===== src/rtl/multicycle_ctrl_pkg.sv =====
// ctrl_pkg: shared types and encodings for the multicycle controller and ALU.
// Contents: state enum, ALU operation class, aluctrl codes, mux select encodings, opcodes.
// Build option: CTRL_BNE_EN defined makes branch funct3 001 (bne) legal.
package ctrl_pkg;
  typedef enum logic [3:0] {
    S_IDLE, S_FETCH, S_DECODE, S_MEMADR, S_MEMREAD, S_MEMWB, S_MEMWRITE,
    S_EXECUTER, S_EXECUTEI, S_LUI, S_ALUWB, S_BRANCH, S_JAL, S_TRAP
  } state_t;
  typedef enum logic [1:0] {CLS_ADD, CLS_SUB, CLS_FUNCT} alu_cls_t;
  localparam logic [3:0] ALU_ADD = 4'd0, ALU_SUB = 4'd1, ALU_AND = 4'd2, ALU_OR = 4'd3, ALU_SLT = 4'd5;
  localparam logic [1:0] SRCA_PC = 2'b00, SRCA_OLDPC = 2'b01, SRCA_RS1 = 2'b10, SRCA_ZERO = 2'b11;
  localparam logic [1:0] SRCB_RS2 = 2'b00, SRCB_IMM = 2'b01, SRCB_FOUR = 2'b10;
  localparam logic [1:0] RES_ALUOUT = 2'b00, RES_RDATA = 2'b01, RES_ALU = 2'b10;
  localparam logic [2:0] IMM_I = 3'b000, IMM_S = 3'b001, IMM_B = 3'b010, IMM_J = 3'b011, IMM_U = 3'b100;
  localparam logic [6:0] OP_LW = 7'b0000011, OP_SW = 7'b0100011, OP_R = 7'b0110011, OP_I = 7'b0010011;
  localparam logic [6:0] OP_BR = 7'b1100011, OP_JAL = 7'b1101111, OP_LUI = 7'b0110111;
`ifdef CTRL_BNE_EN
  localparam bit BNE_EN = 1'b1;
`else
  localparam bit BNE_EN = 1'b0;
`endif
endpackage


===== src/rtl/multicycle_ctrl_if.sv =====
// multicycle_ctrl_if: controller <-> datapath/memory bundle.
// master (controller): in instr, eq, mem_ready; out aluctrl, alusrca, alusrcb, resultsrc, immsrc,
//   adrsrc, pcwrite, irwrite, regwrite, memwrite, illegal. slave is the mirror image.
interface multicycle_ctrl_if #(parameter int D_WIDTH = 32);
  logic [D_WIDTH-1:0] instr;
  logic eq, mem_ready;
  logic [3:0] aluctrl;
  logic [1:0] alusrca, alusrcb, resultsrc;
  logic [2:0] immsrc;
  logic adrsrc, pcwrite, irwrite, regwrite, memwrite, illegal;
  modport master(
    input instr, eq, mem_ready,
    output aluctrl, alusrca, alusrcb, resultsrc, immsrc, adrsrc, pcwrite, irwrite, regwrite, memwrite, illegal
  );
  modport slave(
    output instr, eq, mem_ready,
    input aluctrl, alusrca, alusrcb, resultsrc, immsrc, adrsrc, pcwrite, irwrite, regwrite, memwrite, illegal
  );
endinterface


===== src/rtl/multicycle_ctrl_alu_decoder.sv =====
// alu_decoder: maps operation class and funct fields to aluctrl, flags unsupported funct3.
// Ports: cls_i, funct3_i, funct7b5_i, opcode_i in; aluctrl_o, illegal_o out.
// illegal_o depends only on the instruction so DECODE can dispatch to TRAP; bne legality follows CTRL_BNE_EN.
module alu_decoder import ctrl_pkg::*; (
  input  alu_cls_t   cls_i,
  input  logic [2:0] funct3_i,
  input  logic       funct7b5_i,
  input  logic [6:0] opcode_i,
  output logic [3:0] aluctrl_o,
  output logic       illegal_o
);
  logic [3:0] fn;
  assign fn = funct3_i == 3'b010 ? ALU_SLT :
              funct3_i == 3'b110 ? ALU_OR :
              funct3_i == 3'b111 ? ALU_AND :
              (opcode_i == OP_R && funct7b5_i) ? ALU_SUB : ALU_ADD;
  assign aluctrl_o = cls_i == CLS_FUNCT ? fn : cls_i == CLS_SUB ? ALU_SUB : ALU_ADD;
  assign illegal_o = ((opcode_i == OP_R || opcode_i == OP_I) && !(funct3_i inside {3'b000, 3'b010, 3'b110, 3'b111})) ||
                     (opcode_i == OP_BR && !(funct3_i == 3'b000 || (BNE_EN && funct3_i == 3'b001)));
endmodule


===== src/rtl/multicycle_ctrl.sv =====
// multicycle_ctrl: RV32I multicycle control FSM driving the ALU, muxes and write strobes.
// Ports: clk, rst_n (async, active low), bus (multicycle_ctrl_if.master).
// Build option: CTRL_BNE_EN enables bne (BRANCH then writes the PC on !eq).
module multicycle_ctrl import ctrl_pkg::*; #(parameter int D_WIDTH = 32) (
  input logic clk,
  input logic rst_n,
  multicycle_ctrl_if.master bus
);
  state_t state_q, state_d;
  alu_cls_t cls;
  logic [6:0] op;
  logic [2:0] f3;
  logic f_ill, unused;
  assign op = bus.instr[6:0];
  assign f3 = bus.instr[14:12];
  assign unused = ^bus.instr[D_WIDTH-1:0];
  assign cls = (state_q == S_EXECUTER || state_q == S_EXECUTEI) ? CLS_FUNCT :
               state_q == S_BRANCH ? CLS_SUB : CLS_ADD;
  alu_decoder u_dec (
    .cls_i(cls),
    .funct3_i(f3),
    .funct7b5_i(bus.instr[30]),
    .opcode_i(op),
    .aluctrl_o(bus.aluctrl),
    .illegal_o(f_ill)
  );
  always_ff @(posedge clk or negedge rst_n)
    if (!rst_n) state_q <= S_IDLE;
    else state_q <= state_d;
  always_comb begin
    state_d = state_q;
    bus.alusrca = SRCA_PC;
    bus.alusrcb = SRCB_RS2;
    bus.resultsrc = RES_ALUOUT;
    bus.adrsrc = 1'b0;
    bus.pcwrite = 1'b0;
    bus.irwrite = 1'b0;
    bus.regwrite = 1'b0;
    bus.memwrite = 1'b0;
    bus.illegal = state_q == S_TRAP;
    bus.immsrc = op == OP_SW ? IMM_S : op == OP_BR ? IMM_B : op == OP_JAL ? IMM_J : op == OP_LUI ? IMM_U : IMM_I;
    case (state_q)
      S_IDLE: state_d = S_FETCH;
      S_FETCH: begin
        bus.alusrcb = SRCB_FOUR;
        bus.resultsrc = RES_ALU;
        bus.irwrite = bus.mem_ready;
        bus.pcwrite = bus.mem_ready;
        state_d = bus.mem_ready ? S_DECODE : S_FETCH;
      end
      S_DECODE: begin
        bus.alusrca = SRCA_OLDPC;
        bus.alusrcb = SRCB_IMM;
        state_d = (op == OP_LW || op == OP_SW) ? S_MEMADR :
                  f_ill ? S_TRAP :
                  op == OP_R ? S_EXECUTER :
                  op == OP_I ? S_EXECUTEI :
                  op == OP_BR ? S_BRANCH :
                  op == OP_JAL ? S_JAL :
                  op == OP_LUI ? S_LUI : S_TRAP;
      end
      S_MEMADR: begin
        bus.alusrca = SRCA_RS1;
        bus.alusrcb = SRCB_IMM;
        state_d = op == OP_LW ? S_MEMREAD : S_MEMWRITE;
      end
      S_MEMREAD: begin
        bus.adrsrc = 1'b1;
        state_d = bus.mem_ready ? S_MEMWB : S_MEMREAD;
      end
      S_MEMWB: begin
        bus.resultsrc = RES_RDATA;
        bus.regwrite = 1'b1;
        state_d = S_FETCH;
      end
      S_MEMWRITE: begin
        bus.adrsrc = 1'b1;
        bus.memwrite = 1'b1;
        state_d = bus.mem_ready ? S_FETCH : S_MEMWRITE;
      end
      S_EXECUTER: begin
        bus.alusrca = SRCA_RS1;
        state_d = S_ALUWB;
      end
      S_EXECUTEI: begin
        bus.alusrca = SRCA_RS1;
        bus.alusrcb = SRCB_IMM;
        state_d = S_ALUWB;
      end
      S_LUI: begin
        bus.alusrca = SRCA_ZERO;
        bus.alusrcb = SRCB_IMM;
        state_d = S_ALUWB;
      end
      S_ALUWB: begin
        bus.regwrite = 1'b1;
        state_d = S_FETCH;
      end
      S_BRANCH: begin
        bus.alusrca = SRCA_RS1;
        bus.pcwrite = (BNE_EN && f3 == 3'b001) ? !bus.eq : bus.eq;
        state_d = S_FETCH;
      end
      S_JAL: begin
        bus.alusrca = SRCA_OLDPC;
        bus.alusrcb = SRCB_FOUR;
        bus.pcwrite = 1'b1;
        state_d = S_ALUWB;
      end
      S_TRAP: state_d = S_TRAP;
      default: state_d = S_IDLE;
    endcase
  end
endmodule


===== src/flat_wrapper.sv =====
// flat-port wrapper written by rule: the top's interface ports become plain ports
module multicycle_ctrl_flat import ctrl_pkg::*;
#(parameter int D_WIDTH = 32)
  (clk, rst_n, bus_instr, bus_eq, bus_mem_ready, bus_aluctrl, bus_alusrca, bus_alusrcb, bus_resultsrc, bus_immsrc, bus_adrsrc, bus_pcwrite, bus_irwrite, bus_regwrite, bus_memwrite, bus_illegal);
  multicycle_ctrl_if #(.D_WIDTH(D_WIDTH)) bus_i ();
  input logic clk;
  input logic rst_n;
  input wire logic [$bits(bus_i.instr)-1:0] bus_instr;
  input wire logic [$bits(bus_i.eq)-1:0] bus_eq;
  input wire logic [$bits(bus_i.mem_ready)-1:0] bus_mem_ready;
  output wire logic [$bits(bus_i.aluctrl)-1:0] bus_aluctrl;
  output wire logic [$bits(bus_i.alusrca)-1:0] bus_alusrca;
  output wire logic [$bits(bus_i.alusrcb)-1:0] bus_alusrcb;
  output wire logic [$bits(bus_i.resultsrc)-1:0] bus_resultsrc;
  output wire logic [$bits(bus_i.immsrc)-1:0] bus_immsrc;
  output wire logic [$bits(bus_i.adrsrc)-1:0] bus_adrsrc;
  output wire logic [$bits(bus_i.pcwrite)-1:0] bus_pcwrite;
  output wire logic [$bits(bus_i.irwrite)-1:0] bus_irwrite;
  output wire logic [$bits(bus_i.regwrite)-1:0] bus_regwrite;
  output wire logic [$bits(bus_i.memwrite)-1:0] bus_memwrite;
  output wire logic [$bits(bus_i.illegal)-1:0] bus_illegal;
  assign bus_i.instr = bus_instr;
  assign bus_i.eq = bus_eq;
  assign bus_i.mem_ready = bus_mem_ready;
  assign bus_aluctrl = bus_i.aluctrl;
  assign bus_alusrca = bus_i.alusrca;
  assign bus_alusrcb = bus_i.alusrcb;
  assign bus_resultsrc = bus_i.resultsrc;
  assign bus_immsrc = bus_i.immsrc;
  assign bus_adrsrc = bus_i.adrsrc;
  assign bus_pcwrite = bus_i.pcwrite;
  assign bus_irwrite = bus_i.irwrite;
  assign bus_regwrite = bus_i.regwrite;
  assign bus_memwrite = bus_i.memwrite;
  assign bus_illegal = bus_i.illegal;
  multicycle_ctrl #(.D_WIDTH(D_WIDTH)) u_core (.clk(clk), .rst_n(rst_n), .bus(bus_i));
endmodule

===== config.mk =====
export PLATFORM = sky130hd
export DESIGN_NAME = multicycle_ctrl_flat
export DESIGN_NICKNAME = d
export VERILOG_FILES = /design/src/rtl/multicycle_ctrl_pkg.sv /design/src/rtl/multicycle_ctrl_if.sv /design/src/rtl/multicycle_ctrl_alu_decoder.sv /design/src/rtl/multicycle_ctrl.sv /design/src/flat_wrapper.sv
export SDC_FILE = /design/constraint.sdc
export NUM_CORES = 1
export LEC_CHECK = 0
export ABC_AREA = 1
export CAP_MARGIN = 15
export CORE_MARGIN = 4
export CORE_UTILIZATION = 32
export CTS_CLUSTER_DIAMETER = 40
export DETAILED_ROUTE_END_ITERATION = 10
export PLACE_DENSITY = 0.8
export SLEW_MARGIN = 40
export SYNTH_ARGS = -nofsm -noshare
export SYNTH_HDL_FRONTEND = slang
export SYNTH_SLANG_ARGS = --single-unit
export TNS_END_PERCENT = 10

===== constraint.sdc =====
create_clock -name clk -period 1.9 [get_ports clk]
set_input_delay 0.285 -clock clk [delete_from_list [all_inputs] [get_ports clk]]
set_output_delay 0.285 -clock clk [all_outputs]
set_load 0.01 [all_outputs]

# After elaboration in Yosys (flattened, before gate mapping)
# Cells that the tools add are included.
[classes]
reduce_logical = 20
eq_ne = 25
muxes = 32
[ops]
columns = ["operator", "n"]
rows = [
  ["$pmux W4 S8", 1],
  ["$eq A4 B4 Y1 const B", 6],
  ["$mux W3", 8],
  ["$mux W4", 6],
  ["$eq A7 B6 Y1 const B", 3],
  ["$eq A4 B3 Y1 const B", 4],
  ["$reduce_or A4 Y1", 4],
  ["$eq A7 B7 Y1 const B", 2],
  ["$mux W2", 5],
  ["$eq A4 B2 Y1 const B", 2],
  ["$mux W1", 8],
  ["$pmux W2 S2", 2],
  ["$reduce_or A2 Y1", 4],
  ["$eq A7 B2 Y1 const B", 1],
  ["$eq A7 B5 Y1 const B", 1],
  ["$eq A3 B3 Y1 const B", 2],
  ["$pmux W2 S3", 1],
  ["$eq A4 B1 Y1 const B", 1],
  ["$logic_not A4 Y1", 1],
  ["$logic_or A1 B1 Y1", 4],
  ["$reduce_bool A4 Y1", 1],
  ["$eq A3 B2 Y1 const B", 1],
  ["$logic_and A1 B1 Y1", 3],
  ["$logic_not A3 Y1", 1],
  ["other kinds (4)", 5],
]
[totals]
register_bits = 4
elab_cells = 78
out_inout_bits = 19

# Depth between registers and ports, before layout
[depth]
depth_word = 9
mapped_depth = 9

# Modules after synthesis
# From an unflattened synthesis, not the netlist that was laid out.
[unflattened]
cells_unflattened = 146
area_unflattened_um2 = 724.4
[modules_own_cells]
columns = ["mod", "area_each_um2", "seq_area_each_um2", "cells_per_inst", "n_inst"]
rows = [
  ["multicycle_ctrl", 550.5, 100.1, 112, 1],
  ["alu_decoder", 173.9, 0.0, 34, 1],
]

# Least setup slack after synthesis
# No wires, ideal clock.
[synth_path]
path_type = "register to output"
from = "reg u_core.state_q[2]"
to = "out bus_pcwrite"
n_path_buf = 0
t_arrival_ns = 1.111
slack_ns = 0.504
t_required_ns = 1.615
stages_incl_launch_ff = 6
path_cell_list = "dfrtp_1 > nor2_1 > inv_2 > nor2_2 > inv_1 > o211ai_1"
[synth_between]
elab_chain_cells = 2
[synth_lines]
columns = ["element", "line", "source"]
rows = [
  ["start: declaration", "multicycle_ctrl.sv:9", "state_t state_q, state_d;"],
  ["start signal: assignment", "multicycle_ctrl.sv:29", "else state_q <= state_d;"],
  ["$eq A4 B4 Y1 / $eq A4 B1 Y1 (equally long branches)", "multicycle_ctrl.sv:42", "case (state_q)"],
  ["$pmux W1 S3 (*)", "multicycle_ctrl.sv:42", ""],
  ["end: declaration", "flat_wrapper.sv:17", "output wire logic [$bits(bus_i.pcwrite)-1:0] bus_pcwrite;"],
]
# Mark *: on every way between the ends. The rest lies on a longest branch, timed or not.

# Worst setup path in the final report
[layout_path]
from = "reg u_core.state_q[3]"
to = "out bus_alusrcb[1]"
[layout_between]
elab_chain_cells = 3
[layout_lines]
columns = ["element", "line", "source"]
rows = [
  ["$eq A4 B2 Y1, or another cell as far along", "multicycle_ctrl.sv:42", ""],
  ["$reduce_or A4 Y1 (no source line) / $reduce_or A2 Y1 (equally long branches)", "n/a", ""],
  ["$pmux W2 S2 (*)", "multicycle_ctrl.sv:42", ""],
  ["end: declaration", "flat_wrapper.sv:13", "output wire logic [$bits(bus_i.alusrcb)-1:0] bus_alusrcb;"],
]
# Marks and branches as above.

==> impl_summary.txt <==
----------------------------------------------------
[GRT]
  Via count of the first global-routing pass ... roughly 900
  Global routing met3 resource utilization ... less than 1%
  Largest net degree at the start of global routing ... 7
  Global routing usage on met2 ... around 34%
  Most crowded layer after global routing ... met2
  Overall Global Routing Usage ... between 10% and 20%
  Global Route met1 Usage ... 15.9%
  Wire length of the first global-routing pass ... around 3500 um
  Antenna violations before repair ... 0
  Grt ovf ... 0

[Outcome]
  Run status ... finished with violations
  Violated checks ... negative setup slack

[Finish]
  Layout Nets ... around 210
  Flip-flop count of the largest register, all copies and words added ... 4
  Diodes inserted ... 0
  Proportion of layout cells with a drive suffix above 1 ... a little over a quarter
  Largest registers ranked by flip-flop count ... u_core.state_q (4)
  Final Cell Area ... about 0.0012 mm^2
  Fill cell total of the finished layout ... 219
  Synthesis-to-layout area growth ... 78.3%
  Reg with most FFs ... u_core.state_q

[Setup path]
  Slowest cell delay on critical path ... roughly 0.53 ns
  Kind of launch point of the worst setup path ... flip-flop
  CP Data Arrival Time ... between 1.5 and 2 ns
  Worst path top cell family by delay ... buffers and inverters
  CP cell instances ... nor2_2, inv_2, nor2_2, inv_1, nand2_1, clkdlybuf4s50_1
  Kind of capture point of the worst setup path ... output port
  Max Fanout on Critical Path ... 5
  Critical path class ... reg -> out
  Crit path buffers/inverters ... 3
  Library cell appearing most often on the critical path ... sky130_fd_sc_hd__nor2_2
  Cell at the slowest stage of the critical path ... sky130_fd_sc_hd__clkdlybuf4s50_1
  FF-to-FF Start ... u_core.state_q[3]
  Launch point of the critical path ... u_core.state_q[3]
  Data required time at the worst endpoint ... between 1.5 and 2 ns

[Logic synthesis]
  Combined area of all synthesized cells ... around 660 um^2
  Library cell with the largest summed area after synthesis ... sky130_fd_sc_hd__nand2_1
  Synth Register Bits ... 4
  Cell variety after synth ... 25
  Mapped Nets ... around 160
  Mean instance size in the synthesized netlist ... around 5.4 um^2
  Count of yosys warnings during synthesis ... 0
  Sequential element share of the synthesized area ... between 10% and 20%
  Number of cells produced by synthesis ... 122
  Share of the synthesized area in the top cell type ... approximately a fifth
  Leading post-synthesis cells by cell area ... sky130_fd_sc_hd__nand2_1 20%, sky130_fd_sc_hd__dfrtp_1 15%, sky130_fd_sc_hd__inv_1 10%

[Min path]
  Path type of the worst min-delay path ... in -> async

[Routing]
  Routed wire length ... about 2200 um
  Wirelength per Cell ... between 10 and 15 um
  First-pass iteration count of the detailed router ... 4
  Initial drt markers ... 11
  Number of vias in the routed layout ... 951
  Vias per inst ... 4.68
  Number of remaining DRC errors ... 0
  Number of nets with antenna violations after detailed routing ... 0

[Pwr]
  P_leak ... 0.707 nW
  Switching power as a share of total power ... just under 50%
  Total power density per cell area ... 980 mW/mm^2
  Proportion of power drawn by flip-flops and latches ... ~16%
  Combinational group share of total power ... 75.2%
  Clock power share ... 9.3%
  P_int ... between 0.5 and 0.6 mW
  Sw power ... roughly 0.56 mW
  Worst vdd rail ir drop ... between 0.4 and 0.5 mV

[CTS]
  CTS Root Buffer Type ... sky130_fd_sc_hd__clkbuf_4
  Sink count of the clock tree ... 4
  CTS tree ... yes
  Clock-pin slew of the registers on the worst-case setup and hold paths ... roughly 0.04 ns
  Total clock buffers created by CTS ... 3
  Clock H-tree levels ... 1
  Bufs on Longest Clock Path ... 2
  Clk_lat worst skew ... 0.24 ns

[Timing]
  Skew final ... around 0.0053 ns
  Post-route clock period utilization ... 102%
  FMAX ... between 0.5 and 0.6 GHz
  Final Max Tran Viols ... 0
  Endpoints failing hold ... 0
  Total negative slack for setup checks ... -0.0452 ns
  Minimum clock period ... between 1.5 and 2 ns
  Setup slack of the critical path after layout ... -0.0452 ns
  Worst hold slack across all endpoints ... approximately 0.24 ns
  RSZ-0062 raised after global routing ... true
  Setup-failing EPs final ... 1

[Placed design]
  Estimated wirelength of the detail-placed design ... 1920 um
  Placement-stage cell area ... between 0.001 and 0.0015 mm^2
  Number of port buffers ... 32
  Pre-CTS setup slack ... -0.370 ns
  Weighted congestion reported at the end of routability-driven placement ... between 0.8 and 0.9

[Floorplanning]
  Die outline area ... about 0.0028 mm^2
  Top Ports ... 55
  Die width ... 53.4 um
  Die extent in y ... around 53 um
  Total core area ... approximately 0.002 mm^2
  Starting density of the core ... roughly 34%
  Std cell rows ... 16

[Run]
  Max-Cap Viols ... 0

----------------------------------------------------
==> power groups by stage <==
stage	Sequential [mW]	Clock [mW]	Combinational, mW
CTS	0.176	0.106	0.870
global route	0.185	0.109	0.957
floorplan	0.164	0	0.478
detailed placement	0.172	0	0.903
finish	0.178	0.107	0.865
global placement	0.170	0	0.884
==> kinds of logic (layout without fill, tap and decap cells) <==
kind of cell / after synthesis / count (layout) / synth area share [%]
AND/OR/NAND/NOR: 78 / 78 / 54.4
buffers and inverters: 25 / 79 / 14.8
AO/OA/AOI/OAI: 14 / 14 / 15.0
flip-flops: 4 / 4 / 15.2
other: 1 / 1 / 0.570
==> final timing paths <==
check | slack (ns) | end | cells past startpoint
worst max-delay path | -0.05 | bus_alusrcb[1] | 6
worst min-delay path | 0.24 | u_core.state_q[1] | 1
worst max register to register | 0.54 | u_core.state_q[1] | 9
worst min register to register | 0.67 | u_core.state_q[1] | 3
max in group asynchronous | 1.49 | u_core.state_q[0] | 1
min in group clk | 0.67 | u_core.state_q[1] | 3
==> through the flow <==
step,power [mW],std cells,util (%)
floorplan,0.642,122,-
global placement,1.05,200,58.9
detailed placement,1.08,200,58.9
CTS,1.15,203,59.8
global route,1.25,203,59.8
finish,1.15,203,59.8
==> synthesized netlist by cell type <==
cell,instances
sky130_fd_sc_hd__o2111ai_1,1
sky130_fd_sc_hd__nor2_4,2
sky130_fd_sc_hd__a21oi_1,3
sky130_fd_sc_hd__nand3_1,11
sky130_fd_sc_hd__nor3_1,3
sky130_fd_sc_hd__conb_1,1
sky130_fd_sc_hd__nand3b_1,1
sky130_fd_sc_hd__nand2_2,2
sky130_fd_sc_hd__nand4_1,3
sky130_fd_sc_hd__nand2_1,35
sky130_fd_sc_hd__inv_1,18
sky130_fd_sc_hd__o21ai_2,1
sky130_fd_sc_hd__dfrtp_1,4
sky130_fd_sc_hd__o22ai_1,1
sky130_fd_sc_hd__o31ai_1,1
sky130_fd_sc_hd__nor2_2,5
sky130_fd_sc_hd__a31oi_2,1
sky130_fd_sc_hd__inv_2,6
sky130_fd_sc_hd__a211oi_1,1
sky130_fd_sc_hd__buf_4,1
sky130_fd_sc_hd__nor2_1,15
sky130_fd_sc_hd__o211ai_1,2
sky130_fd_sc_hd__nor3b_1,1
sky130_fd_sc_hd__o21a_1,1
sky130_fd_sc_hd__o21ai_0,2
==> final cells by class <==
class / count / area (um^2) / area share, %
multi-input cells: 93 / 470 / 40.1
repair buffers: 52 / 455 / 38.8
inverters: 24 / 90.1 / 7.68
flip-flops and latches: 4 / 101 / 8.64
clock buffers: 3 / 22.5 / 1.92
well taps: 27 / 33.8 / 2.88
==> placed cells by master, fill, tap and decap left out, types with 2 or more instances in the layout <==
| master | netlist | layout |
|---|---|---|
| sky130_fd_sc_hd__inv_1 | 18 | 18 |
| sky130_fd_sc_hd__nand2_2 | 2 | 2 |
| sky130_fd_sc_hd__nor2_4 | 2 | 2 |
| sky130_fd_sc_hd__nand4_1 | 3 | 3 |
| sky130_fd_sc_hd__nor2_1 | 15 | 11 |
| sky130_fd_sc_hd__nand2_1 | 35 | 35 |
| sky130_fd_sc_hd__clkdlybuf4s50_1 | 0 | 16 |
| sky130_fd_sc_hd__dfrtp_1 | 4 | 3 |
| sky130_fd_sc_hd__buf_4 | 1 | 20 |
| sky130_fd_sc_hd__nor3_1 | 3 | 3 |
| sky130_fd_sc_hd__dlygate4sd2_1 | 0 | 8 |
| sky130_fd_sc_hd__clkbuf_2 | 0 | 3 |
| sky130_fd_sc_hd__nand3_1 | 11 | 11 |
| sky130_fd_sc_hd__a21oi_1 | 3 | 3 |
| sky130_fd_sc_hd__clkbuf_4 | 0 | 3 |
| sky130_fd_sc_hd__dlymetal6s2s_1 | 0 | 4 |
| sky130_fd_sc_hd__inv_2 | 6 | 6 |
| sky130_fd_sc_hd__nor2_2 | 5 | 9 |
| sky130_fd_sc_hd__o211ai_1 | 2 | 2 |
==> worst reg2reg max path: stages, from the launching register on <==
cell	delay (ns)
sky130_fd_sc_hd__dfrtp_1	0.39
sky130_fd_sc_hd__inv_1	0.10
sky130_fd_sc_hd__nor2_1	0.06
sky130_fd_sc_hd__buf_4	0.14
sky130_fd_sc_hd__nand3_1	0.11
sky130_fd_sc_hd__nand2_1	0.09
sky130_fd_sc_hd__nor2_1	0.10
sky130_fd_sc_hd__nand2_1	0.05
sky130_fd_sc_hd__nor2_1	0.09
sky130_fd_sc_hd__nand3_1	0.10
==> per-layer routing <==
layer  wire length (um)  vias up
met5                  0        -
met4                 13        0
met3                120        2
met2               1260       32
met1                856      417
li1                   -      500
==> what timing repair did <==
action / 4_1_cts / 5_1_grt
gates resized for setup: 18 / 13
hold buffers: 0 / 0
endpoints found under the setup margin: 16 / 11
pin swaps: 0 / 1
buffers inserted: 0 / 0
No activity file was read; power rests on OpenSTA's default activity.
